[src/rtl/fpu_issue_ctrl.sv]
`default_nettype none
// +----------------------------------------------------------------------------+
// | fpu_issue_ctrl : issue/complete sequencer between decode and FPU datapath  |
// | Rev 1.0                                                                    |
// +----------------------------------------------------------------------------+

package fpu_pkg;
  typedef enum logic [4:0] {
    FPU_NOP     = 5'd0,
    FPU_ADD     = 5'd1,
    FPU_SUB     = 5'd2,
    FPU_MUL     = 5'd3,
    FPU_DIV     = 5'd4,
    FPU_SQRT    = 5'd5,
    FPU_FMADD   = 5'd6,
    FPU_FMSUB   = 5'd7,
    FPU_FNMADD  = 5'd8,
    FPU_FNMSUB  = 5'd9,
    FPU_MIN     = 5'd10,
    FPU_MAX     = 5'd11,
    FPU_SGNJ    = 5'd12,
    FPU_CMP     = 5'd13,
    FPU_CLASS   = 5'd14,
    FPU_MV      = 5'd15,
    FPU_CVT_F2I = 5'd16,
    FPU_CVT_I2F = 5'd17
  } fpu_op_e;
endpackage

module fpu_issue_ctrl
  import fpu_pkg::*;
#(
  parameter int unsigned TIMEOUT_CYCLES = 64
) (
  input  logic        clk_i,
  input  logic        rst_i,
  input  logic        in_valid_i,
  output logic        in_ready_o,
  input  fpu_op_e     in_op_i,
  input  logic [2:0]  in_rm_i,
  input  logic [4:0]  in_rd_i,
  input  logic        in_rd_fp_i,
  input  logic [31:0] in_a_i,
  input  logic [31:0] in_b_i,
  input  logic [31:0] in_c_i,
  input  logic        flush_i,
  output logic        fpu_start_o,
  output fpu_op_e     fpu_op_o,
  output logic [2:0]  fpu_rm_o,
  output logic [31:0] fpu_a_o,
  output logic [31:0] fpu_b_o,
  output logic [31:0] fpu_c_o,
  input  logic        fpu_done_i,
  input  logic [31:0] fpu_result_i,
  input  logic [4:0]  fpu_status_i,
  output logic        wb_valid_o,
  input  logic        wb_ready_i,
  output logic [4:0]  wb_rd_o,
  output logic        wb_fp_o,
  output logic [31:0] wb_data_o,
  output logic [4:0]  fflags_o,
  input  logic        fflags_clr_i,
  output logic        busy_o,
  output logic        timeout_o
);

  localparam logic [2:0] S_IDLE   = 3'd0;
  localparam logic [2:0] S_LAUNCH = 3'd1;
  localparam logic [2:0] S_WAIT   = 3'd2;
  localparam logic [2:0] S_WB     = 3'd3;
  localparam logic [2:0] S_DRAIN  = 3'd4;

  localparam logic [7:0] WDOG_LAST = 8'(TIMEOUT_CYCLES - 1);

  logic [2:0]  state_q, state_d;
  logic [7:0]  wdog_q, wdog_d;
  logic        timeout_q, timeout_d;
  logic [4:0]  fflags_q, fflags_d;

  fpu_op_e     op_q;
  logic [2:0]  rm_q;
  logic [31:0] a_q, b_q, c_q;
  logic [4:0]  rd_q;
  logic        rd_fp_q;
  logic [31:0] res_q;
  logic [4:0]  status_q;

  logic        accept;
  logic        accept_op;
  logic        capture;
  logic        wb_hs;
  logic        wdog_expired;

  always_comb begin
    accept       = in_valid_i & in_ready_o;
    accept_op    = accept & (in_op_i != FPU_NOP);
    capture      = (state_q == S_WAIT) & fpu_done_i & ~flush_i;
    wb_hs        = (state_q == S_WB) & wb_ready_i & ~flush_i;
    wdog_expired = (wdog_q == WDOG_LAST) & ~fpu_done_i;
  end

  // A done pulse always beats the watchdog; the watchdog beats a flush that
  // would otherwise restart counting in DRAIN.
  always_comb begin
    state_d   = state_q;
    wdog_d    = wdog_q;
    timeout_d = 1'b0;
    case (state_q)
      S_IDLE: begin
        if (accept_op) state_d = S_LAUNCH;
      end
      S_LAUNCH: begin
        state_d = flush_i ? S_DRAIN : S_WAIT;
        wdog_d  = 8'd0;
      end
      S_WAIT: begin
        if (fpu_done_i) begin
          state_d = flush_i ? S_IDLE : S_WB;
        end else if (wdog_expired) begin
          state_d   = S_IDLE;
          timeout_d = 1'b1;
        end else if (flush_i) begin
          state_d = S_DRAIN;
          wdog_d  = 8'd0;
        end else begin
          wdog_d = wdog_q + 8'd1;
        end
      end
      S_DRAIN: begin
        if (fpu_done_i) begin
          state_d = S_IDLE;
        end else if (wdog_expired) begin
          state_d   = S_IDLE;
          timeout_d = 1'b1;
        end else begin
          wdog_d = wdog_q + 8'd1;
        end
      end
      S_WB: begin
        if (flush_i || wb_ready_i) state_d = S_IDLE;
      end
      default: state_d = S_IDLE;
    endcase
  end

  always_comb begin
    fflags_d = (fflags_clr_i ? 5'd0 : fflags_q) | (wb_hs ? status_q : 5'd0);
  end

  always_ff @(posedge clk_i or posedge rst_i) begin
    if (rst_i) begin
      state_q   <= S_IDLE;
      wdog_q    <= 8'd0;
      timeout_q <= 1'b0;
      fflags_q  <= 5'd0;
    end else begin
      state_q   <= state_d;
      wdog_q    <= wdog_d;
      timeout_q <= timeout_d;
      fflags_q  <= fflags_d;
    end
  end

  always_ff @(posedge clk_i or posedge rst_i) begin
    if (rst_i) begin
      op_q    <= FPU_NOP;
      rm_q    <= 3'd0;
      a_q     <= 32'd0;
      b_q     <= 32'd0;
      c_q     <= 32'd0;
      rd_q    <= 5'd0;
      rd_fp_q <= 1'b0;
    end else if (accept_op) begin
      op_q    <= in_op_i;
      rm_q    <= in_rm_i;
      a_q     <= in_a_i;
      b_q     <= in_b_i;
      c_q     <= in_c_i;
      rd_q    <= in_rd_i;
      rd_fp_q <= in_rd_fp_i;
    end
  end

  always_ff @(posedge clk_i or posedge rst_i) begin
    if (rst_i) begin
      res_q    <= 32'd0;
      status_q <= 5'd0;
    end else if (capture) begin
      res_q    <= fpu_result_i;
      status_q <= fpu_status_i;
    end
  end

  assign in_ready_o  = (state_q == S_IDLE) & ~flush_i;
  assign fpu_start_o = (state_q == S_LAUNCH);
  assign busy_o      = (state_q != S_IDLE);
  assign wb_valid_o  = (state_q == S_WB);
  assign timeout_o   = timeout_q;
  assign fflags_o    = fflags_q;

  assign fpu_op_o  = op_q;
  assign fpu_rm_o  = rm_q;
  assign fpu_a_o   = a_q;
  assign fpu_b_o   = b_q;
  assign fpu_c_o   = c_q;
  assign wb_rd_o   = rd_q;
  assign wb_fp_o   = rd_fp_q;
  assign wb_data_o = res_q;

endmodule
`default_nettype wire

[config.mk]
export PLATFORM = sky130hd
export DESIGN_NAME = fpu_issue_ctrl
export DESIGN_NICKNAME = d
export VERILOG_FILES = /design/src/rtl/fpu_issue_ctrl.sv
export SDC_FILE = /design/constraint.sdc
export NUM_CORES = 1
export LEC_CHECK = 0
export CORE_ASPECT_RATIO = 0.7
export CORE_MARGIN = 2
export CORE_UTILIZATION = 42
export CTS_CLUSTER_SIZE = 28
export DETAILED_ROUTE_END_ITERATION = 8
export PLACE_DENSITY = 0.8
export SKIP_LAST_GASP = 1
export SYNTH_ARGS = -nofsm -noshare
export SYNTH_HDL_FRONTEND = slang
export SYNTH_SLANG_ARGS = --single-unit
[constraint.sdc]
create_clock -name clk_i -period 6.03 [get_ports clk_i]
set_input_delay 0.603 -clock clk_i [delete_from_list [all_inputs] [get_ports clk_i]]
set_output_delay 0.603 -clock clk_i [all_outputs]
set_load 0.02 [all_outputs]
---- Yosys cells after proc, flatten, opt, wreduce, memory -nomap -nowiden ----
Cells that the tools add are included.
cells by class
  add/subtract/negate cells ............... 1
  multipliers ............................. 0
  divide/modulo/power cells ............... 0
  order comparisons ....................... 0
  eq/ne operators ......................... 13
  shifts and indexed selects .............. 0
  muxes and demuxes ....................... 21
  bitwise operators ....................... 11
  reduce and logical (&&, ||, !) cells .... 8
operators by type and width
  operator                                                                  number
  8-bit 2-to-1 mux                                                          5
  3-bit 2-to-1 mux                                                          8
  8-bit one-hot mux with 3 select lines                                     1
  3-bit one-hot mux with 5 select lines                                     1
  5-bit 2-to-1 mux                                                          2
  2-bit inequality test (second input constant)                             5
  8-bit by 1-bit adder with 8-bit output (second input constant)            1
  1-bit AND                                                                 8
  8-bit by 6-bit equality test with 1-bit output (second input constant)    1
  3-bit by 2-bit equality test with 1-bit output (second input constant)    2
  3-bit nonzero test                                                        2
  5-bit OR                                                                  1
  5-bit AND reduction                                                       1
  5-bit nonzero test                                                        1
  4-bit inequality test (second input constant)                             1
  4-bit AND reduction                                                       1
  3-bit by 1-bit equality test with 1-bit output (second input constant)    1
  3-bit equality test (second input constant)                               1
  3-bit logical NOT                                                         1
  1-bit 2-to-1 mux                                                          3
  3-bit inequality test (second input constant)                             1
  2-bit 2-to-1 mux                                                          1
  2-bit by 1-bit inequality test with 1-bit output (second input constant)  1
  1-bit inverter                                                            2
  2 further kinds                                                           2
word-level totals
  register bits ........................... 164
  latch bits .............................. 0
  memory bits (writable) .................. 0
  memory bits (read-only) ................. 0
  input bits .............................. 154
  output and inout port bits .............. 152
  logic and storage cells ................. 67
  memories kept ........................... 0

---- Depth between registers and ports, before layout ----
Gate-level depths: netlist of the first run.
  word-level depth ........................ 6
  mapped depth ............................ 8
  gate-level depth less buffers ........... 6

---- Worst setup path before layout of the first run ----
OpenSTA, ideal clock, no wires.
  path kind ............................... input -> register
  from .................................... in in_op_i[0]
  to ...................................... reg a_q[0] (netlist: fpu_a_o[0])
  setup time .............................. 0.125 ns
  data arrival time ....................... 2.014 ns
  data required time ...................... 5.905 ns
  setup slack ............................. 3.891 ns
  stages .................................. 6
  path buffers ............................ 2
  cells stage by stage .................... or4_1 > o21ai_2 > nand2b_4 > buf_12 > buf_12 > mux2_4
on the way
  longest elaborated chain between the ends .. 2
RTL lines
  item                  RTL line  source
  start, declared       39        input fpu_op_e in_op_i,
  5-bit nonzero test    96        accept_op = accept & (in_op_i != FPU_NOP);
  1-bit AND             96
  end signal, assigned  176       a_q <= in_a_i;
  end, declared         82        logic [31:0] a_q, b_q, c_q;
No other way between the ends.
A chain may end at the register's enable or synchronous reset.

---- Worst setup path in the final report of the first run ----
  from .................................... in in_op_i[0]
  to ...................................... reg c_q[16] (netlist: fpu_c_o[16])
on the way
  longest elaborated chain between the ends .. 2
RTL lines
  item                  RTL line  source
  5-bit nonzero test    96
  1-bit AND             96
  end signal, assigned  178       c_q <= in_c_i;
  end, declared         82
No other way between the ends.

==> results of run 1 <==
-- layout make-up --
class,instances,area (sq um)
Fill cell,1204,5627
Sequential cell,164,4104
Timing Repair Buffer,308,3088
Multi-Input combinational cell,228,2551
Clock buffer,20,456.7
Tap cell,225,281.5
Clock inverter,12,96.34
Inverter,10,42.54
Antenna cell,1,2.502
-- worst max-delay path: stages --
cell	delay, ps
clkdlybuf4s50_1	410
or4_1	550
o21ai_2	180
nand2b_4	430
buf_12	550
mux2_4	360
-- flip-flops by register name, indices dropped and copies added (netlist names) --
signal	count
fpu_b_o	32
fpu_op_o	5
wb_data_o	32
fpu_rm_o	3
fflags_o	5
wb_rd_o	5
fpu_c_o	32
status_q	5
wdog_q	8
timeout_o	1
fpu_a_o	32
state_q	3
wb_fp_o	1
-- cells by family (layout without fill, tap and decap cells) --
family,count (synthesis),in the layout,share of synthesized area
AO/OA/AOI/OAI,33,33,0.03329
buffers and inverters,29,350,0.04300
AND/OR/NAND/NOR,46,46,0.03815
flip-flops,164,164,0.5901
multiplexers,148,148,0.2936
other,0,1,0
adder cells (fa/ha/maj),1,1,0.001799
-- metrics by stage --
step | instance area (sq um) | cells
final | 10620 | 968
after global routing | 10620 | 968
after CTS | 10620 | 967
after detailed placement | 10070 | 935
after global placement | 10070 | 935
after floorplan | 6954 | 421
-- layout by cell type (no fill, tap or decap), types with 3 or more instances in the layout --
master,netlist,final
nand2b_1,6,6
nand2_1,11,11
inv_6,0,3
clkdlybuf4s50_1,0,305
dfrtp_1,164,164
nor2_1,4,4
o21ai_0,7,7
clkbuf_16,0,17
nand3b_1,3,3
clkinv_4,0,3
inv_1,9,8
nand3_1,5,5
clkinv_2,0,3
and3_1,3,3
mux2_4,100,100
nor2b_1,3,3
mux2_2,48,48
a21oi_1,5,5
a31oi_1,4,4
-- worst min-delay path by stage --
stage,end,depth (start not counted)
final,fflags_o[2]$_DFF_PP0_,2
after global routing,wb_data_o[20]$_DFFE_PP0P_,1
after CTS,fflags_o[2]$_DFF_PP0_,2
after detailed placement,fflags_o[2]$_DFF_PP0_,2
after global placement,fflags_o[1]$_DFF_PP0_,2
after floorplan,fflags_o[0]$_DFF_PP0_,2
-- per-layer routing --
layer / vias to the layer above / track usage / part of all wire
li1: 2106 / - / -
met1: 2340 / 0.2493 / 0.41
met2: 159 / 0.3470 / 0.50
met3: 19 / 0.06033 / 0.076
met4: 0 / 0.06424 / 0.015
met5: - / 0 / 0
-- power by group through the flow --
stage / clock network [uW] / logic [uW] / registers [uW]
2_1_floorplan: 0 / 1090 / 2500
5_1_grt: 1090 / 3050 / 2010
6_report: 1020 / 2910 / 1940
3_5_place_dp: 0 / 2920 / 1950
4_1_cts: 1040 / 2930 / 1940
3_3_place_gp: 0 / 2870 / 1920
==> qor.yml, run 1 <==
placed_design:
  port_buffers: 305
  placed_wire_length_estimate_after_detailed_placement_mm: 13.27
  dpl_worst_slack_ps: 2731
  finalWeightedCongestion: 0.8275
drt:
  drt-total-wl_mm: 17.79
  first_pass_iters: 4
  drc: 0
  detail_route.vias_per_cell: 4.777
  initialDrtViolationCount: 234
  antenna_left: 0
  num_vias: 4624
  avgRoutedWirePerCell_microns: 18.38
logic_synthesis:
  ys_seq_elements: 164
  synth_seq_area_share: 0.5901
  ys_top_cells_by_area: "dfrtp_1 (59%), mux2_4 (22%), mux2_2 (7.8%), buf_12 (3.2%), nand2_1 (0.59%)"
  ys_types: 46
  yosys.cell_count.top_type: "dfrtp_1"
  synthCells: 421
  synth.cell_area_sq_mm: 0.006954
  synth_top_cell_area_share: 0.5901
  netlist_top_cells_count: "dfrtp_1 (164), mux2_4 (100), mux2_2 (48)"
  synth_area_per_cell_sq_um: 16.52
  synth_top_cell_by_area: "dfrtp_1"
  ys_dominant_reg_cell: "dfrtp_1"
  synth-edff-count: 0
  ys_warn_count: 0
  mappedNetlistNets: 576
  async_reset_ff_frac: 1.000
floorplan:
  start_util: 0.4280
  dieArea_sq_mm: 0.01762
  boundaryPins: 306
  row_count: 39
  dieHeight_microns: 111.7
  die_x_microns: 157.8
  core_area_sq_mm: 0.01625
critical_path:
  path_max_fanout: 86
  timing.rr.start: "state_q[1]$_DFFE_PP0P_"
  regToRegSetupSlack_ps: 3640
  criticalPathCategory: "input pin to flop"
  arrival_ps: 3190
  worstRegToRegCells: 6
  critPathLaunchType: "input pin"
  crit_path_start: "in_op_i[0]"
  endpoint_kind: "flop"
  critical_path_required_ps: 6320
  r2r_end: "fpu_c_o[16]$_DFFE_PP0P_"
  cp-endpoint: "fpu_c_o[16]$_DFFE_PP0P_"
layout:
  final_layout_size_suffix_gt1_frac: 0.2574
  area_growth_pct: 52.75
  layout.core_utilization: 0.6537
  final_net_count: 884
global_routing:
  grt_max_degree: 103
  globalRoute.totalOverflow: 0
  grt_pass1_vias: 4979
  grt_first_pass_wirelength_mm: 27.52
  groute.usage.overall: 0.2039
  number_of_antenna_violations_at_the_first_check_in_global_routing: 1
cts:
  hold_buffers: 0
  post_cts_buffers: 0
  cts_tree: "yes"
  cts.reportedPaths.clkPinSlew_ps: 70
  numClockSinks: 164
  clockRootBuffer: "clkbuf_16"
  h_tree_lvls: 4
  post_cts_resized: 0
  clock_latency_reported_for_the_late_side_of_the_worst_skew_pair_ps: 420
  numCtsBuffers: 17
  max-clock-path-buffers: 2
timing:
  finalWorstSetupSlack_ps: 3139
  holdWs_ps: 481.0
  post-route-period-util: 0.4795
  worst_slew_pin_slew_ps: 909.2
  timing.final.hold_violations: 0
  maxClockFrequency_mhz: 345.9
  setup_tns_final_ps: 0
  final_max_slew_viol_count: 0
  timing.slew.headroom: 0.3939
  setup_repair_after_global_routing_missed_its_margin: "false"
  timing.final.crit_period_ps: 2891
  final.setup_skew_ps: 13.34
  timing.final.setup_violations: 0
power_and_ir_drop:
  p_leak_uw: 0.004817
  p_sw_frac: 0.3466
  p_comb_frac: 0.496
  clock_power_share: 0.173
  power.density_mw_per_mm2: 551.9
  p_int_uw: 3831
  share_seq_of_total_power: 0.331
  fin_total_pwr_uw: 5863
  power.ir.vdd_worst_v: 0.0002943
  power_switching_uw: 2032
worst_hold_path:
  timing.hold.worst.class: "flop to flop"
  min-delay-start: "status_q[2]$_DFFE_PP0P_"
run:
  cap_violations: 0
status:
  run_status: "completed"
Power figures use the tool's default switching activity.
==> run 2, diff against run 1 <==
==> constraint.sdc (replaced) <==
create_clock -name clk_i -period 3 [get_ports clk_i]
set_input_delay 0.3 -clock clk_i [delete_from_list [all_inputs] [get_ports clk_i]]
set_output_delay 0.3 -clock clk_i [all_outputs]
set_load 0.02 [all_outputs]
==> qor.yml, run 2 (synthesized netlist as in run 1, its figures left out) <==
global_routing:
  groute.usage.overall: 0.2019
  use_met1: 0.2548
  grt_pass1_vias: 4932
  globalRoute.totalOverflow: 0
  grt_max_degree: 63
  met3_usage: 0.07552
  grt_first_pass_wirelength_mm: 27.32
  top_usage_layer: "met2"
  number_of_antenna_violations_at_the_first_check_in_global_routing: 0
  global_route_met2_utilization: 0.3278
timing:
  timing.final.setup_violations: 0
  setup_tns_final_ps: 0
  setup_repair_after_global_routing_missed_its_margin: "false"
  timing.final.hold_violations: 0
  maxClockFrequency_mhz: 412.6
  worst_slew_pin_slew_ps: 601.3
  holdWs_ps: 357.7
  timing.slew.headroom: 0.5991
  final_max_slew_viol_count: 0
  finalWorstSetupSlack_ps: 576.2
  timing.final.crit_period_ps: 2424
  final.setup_skew_ps: 8.801
  post-route-period-util: 0.8079
power_and_ir_drop:
  clock_power_share: 0.177
  power.ir.vdd_worst_v: 0.0006359
  share_seq_of_total_power: 0.329
  p_sw_frac: 0.3442
  p_int_uw: 7782
  power_switching_uw: 4085
  p_leak_uw: 0.004848
  p_comb_frac: 0.494
  power.density_mw_per_mm2: 1107
layout:
  most_common_cell_after_layout_fill_and_taps_aside: "clkdlybuf4s50_1"
  area_growth_pct: 54.10
  final_layout_size_suffix_gt1_frac: 0.2620
  n_antenna_cell: 0
  layout.cells.most_common_list: "clkdlybuf4s50_1 (305), dfrtp_1 (164), mux2_4 (100)"
  layout.core_utilization: 0.6595
  layout.cells.non_filler: 973
  final_net_count: 890
critical_path:
  worstRegToRegCells: 6
  critical_path_required_ps: 2700
  critPathLaunchType: "flop"
  cp-endpoint: "in_ready_o"
  timing.rr.start: "state_q[1]$_DFFE_PP0P_"
  regToRegSetupSlack_ps: 970
  endpoint_kind: "output pin"
  r2r_end: "fpu_a_o[20]$_DFFE_PP0P_"
  timing.critical_path.cells: "nor2_1 > nand2_1 > nor2_2 > clkdlybuf4s50_1"
  crit_path_max_incr_delay_ps: 650
  arrival_ps: 2120
  crit_slowest_cell: "clkdlybuf4s50_1"
  path_max_fanout: 13
  crit_path_start: "state_q[1]$_DFFE_PP0P_"
  criticalPathCategory: "flop to output pin"
drt:
  detail_route.vias_per_cell: 4.757
  first_pass_iters: 4
  initialDrtViolationCount: 208
  num_vias: 4629
  drt-total-wl_mm: 17.55
  drc: 0
  antenna_left: 0
  avgRoutedWirePerCell_microns: 18.04
cts:
  cts.reportedPaths.clkPinSlew_ps: 60
  post_cts_buffers: 0
  post_cts_resized: 0
  clock_latency_reported_for_the_late_side_of_the_worst_skew_pair_ps: 430
  hold_buffers: 0
  h_tree_lvls: 4
  numClockSinks: 164
  max-clock-path-buffers: 2
  numCtsBuffers: 17
  clockRootBuffer: "clkbuf_16"
  cts_tree: "yes"
placed_design:
  dpl_worst_slack_ps: 394.1
  placed_wire_length_estimate_after_detailed_placement_mm: 13.09
  finalWeightedCongestion: 0.8014
  port_buffers: 305
  placed_cells_incl_taps: 941
floorplan:
  core_area_sq_mm: 0.01625
  dieHeight_microns: 111.7
  start_util: 0.4280
  die_x_microns: 157.8
  row_count: 39
  boundaryPins: 306
  dieArea_sq_mm: 0.01762
run:
  cap_violations: 0
status:
  run_status: "completed"
worst_hold_path:
  timing.hold.worst.class: "input pin to asynchronous set/reset pin"
==> run 2: critical path: cells and delay by family (launching register included) <==
family        cells  cell delay, ps
simple gates      3             570
flops             1             490
buf+inv           1             650
==> run 2: cell type report <==
class | instances | area, sq um
fill | 1147 | 5533
sequential | 164 | 4104
timing repair buffer | 314 | 3171
multi-input combinational | 228 | 2551
clock buffer | 20 | 446.7
tap | 225 | 281.5
clock inverter | 12 | 121.4
inverter | 10 | 41.29
==> run 2: stage by stage <==
stage          power, uW  area (sq um)
2_1_floorplan       7216          6958
3_3_place_gp        9638         10150
3_5_place_dp        9821         10150
4_1_cts            11980         10720
5_1_grt            12450         10720
6_report           11870         10720
==> run 2: power by group through the flow <==
stage / registers (uW) / clock network (uW) / logic [uW]
floorplan: 5020 / 0 / 2200
global placement: 3870 / 0 / 5770
detailed placement: 3920 / 0 / 5900
CTS: 3910 / 2150 / 5920
global route: 4020 / 2260 / 6170
finish: 3900 / 2100 / 5860
==> run 2: worst min path at each step <==
stage / slack (ps) / startpoint / to / cells after the start
2_1_floorplan: 400 / fflags_clr_i / fflags_o[3]$_DFF_PP0_ / 1
3_3_place_gp: 450 / status_q[1]$_DFFE_PP0P_ / fflags_o[1]$_DFF_PP0_ / 2
3_5_place_dp: 470 / status_q[4]$_DFFE_PP0P_ / fflags_o[4]$_DFF_PP0_ / 2
4_1_cts: 360 / rst_i / fpu_c_o[7]$_DFFE_PP0P_ / 3
5_1_grt: 380 / rst_i / fpu_c_o[9]$_DFFE_PP0P_ / 3
6_report: 360 / rst_i / fpu_c_o[30]$_DFFE_PP0P_ / 3
==> run 2: metal layers <==
layer,vias up,part of all wire
li1,2112,-
met1,2322,0.42
met2,175,0.48
met3,20,0.085
met4,0,0.014
met5,-,0
==> run 3, diff against run 2 <==
==> constraint.sdc (replaced) <==
create_clock -name clk_i -period 2.4 [get_ports clk_i]
set_input_delay 0.24 -clock clk_i [delete_from_list [all_inputs] [get_ports clk_i]]
set_output_delay 0.24 -clock clk_i [all_outputs]
set_load 0.02 [all_outputs]
==> qor.yml, run 3 (synthesized netlist as in run 1, its figures left out) <==
status:
  run_status: "completed"
drt:
  drc: 0
  top_signal_layer_used: "met4"
  met3_length_mm: 1.552
  num_vias: 4688
  detail_route.wirelength.met1_mm: 7.102
  routed_length_on_met2_mm: 8.724
  detail_route.vias_per_cell: 4.784
  first_pass_iters: 4
  initialDrtViolationCount: 195
  avgRoutedWirePerCell_microns: 17.99
  antenna_left: 0
  drt-total-wl_mm: 17.63
layout:
  area_growth_pct: 56.64
  final_layout_size_suffix_gt1_frac: 0.2675
  final_net_count: 898
  layout.cells.most_common_list: "clkdlybuf4s50_1 (304), dfrtp_1 (164), mux2_4 (100)"
  n_antenna_cell: 0
  most_common_cell_after_layout_fill_and_taps_aside: "clkdlybuf4s50_1"
worst_hold_path:
  timing.hold.worst.class: "input pin to asynchronous set/reset pin"
critical_path:
  arrival_ps: 2000
  criticalPathCategory: "flop to output pin"
  critPathLaunchType: "flop"
  timing.rr.start: "wdog_q[0]$_DFFE_PP0P_"
  crit_path_start: "state_q[1]$_DFFE_PP0P_"
  worstRegToRegCells: 6
  endpoint_kind: "output pin"
  cp-endpoint: "wb_valid_o"
  critical_path_required_ps: 2160
  r2r_end: "wdog_q[7]$_DFFE_PP0P_"
  regToRegSetupSlack_ps: 390
  path_max_fanout: 13
power_and_ir_drop:
  power.ir.vdd_worst_v: 0.0007264
  p_leak_uw: 0.004949
  power.density_mw_per_mm2: 1407
timing:
  timing.final.crit_period_ps: 2238
  timing.final.hold_violations: 0
  post-route-period-util: 0.9323
  worst_slew_pin_slew_ps: 542.8
  holdWs_ps: 92.56
  setup_repair_after_global_routing_missed_its_margin: "false"
  maxClockFrequency_mhz: 446.9
  timing.slew.headroom: 0.6381
  final.setup_skew_ps: 6.777
  setup_tns_final_ps: 0
  final_max_slew_viol_count: 0
  timing.final.setup_violations: 0
placed_design:
  port_buffers: 305
  finalWeightedCongestion: 0.8281
  placed_wire_length_estimate_after_detailed_placement_mm: 13.08
cts:
  hold_buffers: 0
  numClockSinks: 164
  max-clock-path-buffers: 2
  cts_tree: "yes"
  h_tree_lvls: 4
  clock_latency_reported_for_the_late_side_of_the_worst_skew_pair_ps: 410
  clockRootBuffer: "clkbuf_16"
  numCtsBuffers: 17
  post_cts_buffers: 0
  cts.reportedPaths.clkPinSlew_ps: 70
global_routing:
  grt_pass1_vias: 5128
  groute.usage.overall: 0.2037
  globalRoute.totalOverflow: 0
  number_of_antenna_violations_at_the_first_check_in_global_routing: 0
  grt_first_pass_wirelength_mm: 27.63
  grt_max_degree: 86
floorplan:
  core_area_sq_mm: 0.01625
  dieArea_sq_mm: 0.01762
  boundaryPins: 306
  row_count: 39
  start_util: 0.4280
  dieHeight_microns: 111.7
  die_x_microns: 157.8
run:
  cap_violations: 0
run 3: changes by cell type in the layout (fill, tap and decap cells not counted):
cell             change
clkbuf_8             -1
clkbuf_1             +1
clkinvlp_4           -2
buf_4                +6
clkinv_4             -3
buf_12               +2
bufinv_16            +5
inv_8                +1
dlygate4sd2_1        +1
inv_6                -2
clkdlybuf4s50_1      -1
run 3: worst min-delay path by stage:
stage	from	to	slack, ps
after floorplan	fflags_clr_i	fflags_o[3]$_DFF_PP0_	340
after detailed placement	status_q[4]$_DFFE_PP0P_	fflags_o[4]$_DFF_PP0_	480
after global routing	rst_i	wb_rd_o[2]$_DFFE_PP0P_	80
after CTS	rst_i	wb_rd_o[2]$_DFFE_PP0P_	70
after global placement	status_q[1]$_DFFE_PP0P_	fflags_o[1]$_DFF_PP0_	450
final	rst_i	wb_rd_o[2]$_DFFE_PP0P_	90
run 3: timing repair:
item,4_1_cts,5_1_grt
endpoints found under the setup margin,1,0
resized for setup,1,0
endpoints found under the hold margin,0,0
run 3: cell type report:
class	instances	area (sq um)
Inverter	10	41.29
Fill cell	1171	5356
Clock buffer	20	436.7
Tap cell	225	281.5
Timing Repair Buffer	322	3254
Multi-Input combinational cell	228	2551
Sequential cell	164	4104
Clock inverter	11	224.0
run 3: where the power goes:
part | switching (uW) | internal (uW) | leakage [uW]
Sequential | 797 | 4080 | 0.00199
Clock | 1100 | 1960 | 0.000313
Combinational | 3170 | 4220 | 0.00264
run 3: per-layer routing:
layer,vias to the layer above,global-route usage
li1,2136,-
met1,2350,0.2401
met2,182,0.3452
met3,20,0.07980
met4,0,0.05818
met5,-,0
run 3: worst max-delay path: stages, from the launching register on:
cell and delay, ps:
dfrtp_1 530, nor2b_1 280, and2_1 170, clkdlybuf4s50_1 610
run 3: metrics by stage:
stage                     cell area (sq um)  power, uW  utilization  instances  setup slack (ps)
after floorplan                        6958       9020            -        421             75.21
after global placement                10230      12110       0.6298        949             66.44
after detailed placement              10230      12330       0.6298        949             40.01
after CTS                             10890      15490       0.6704        980             133.9
after global routing                  10890      16070       0.6704        980             17.11
final                                 10890      15330       0.6704        980             162.4
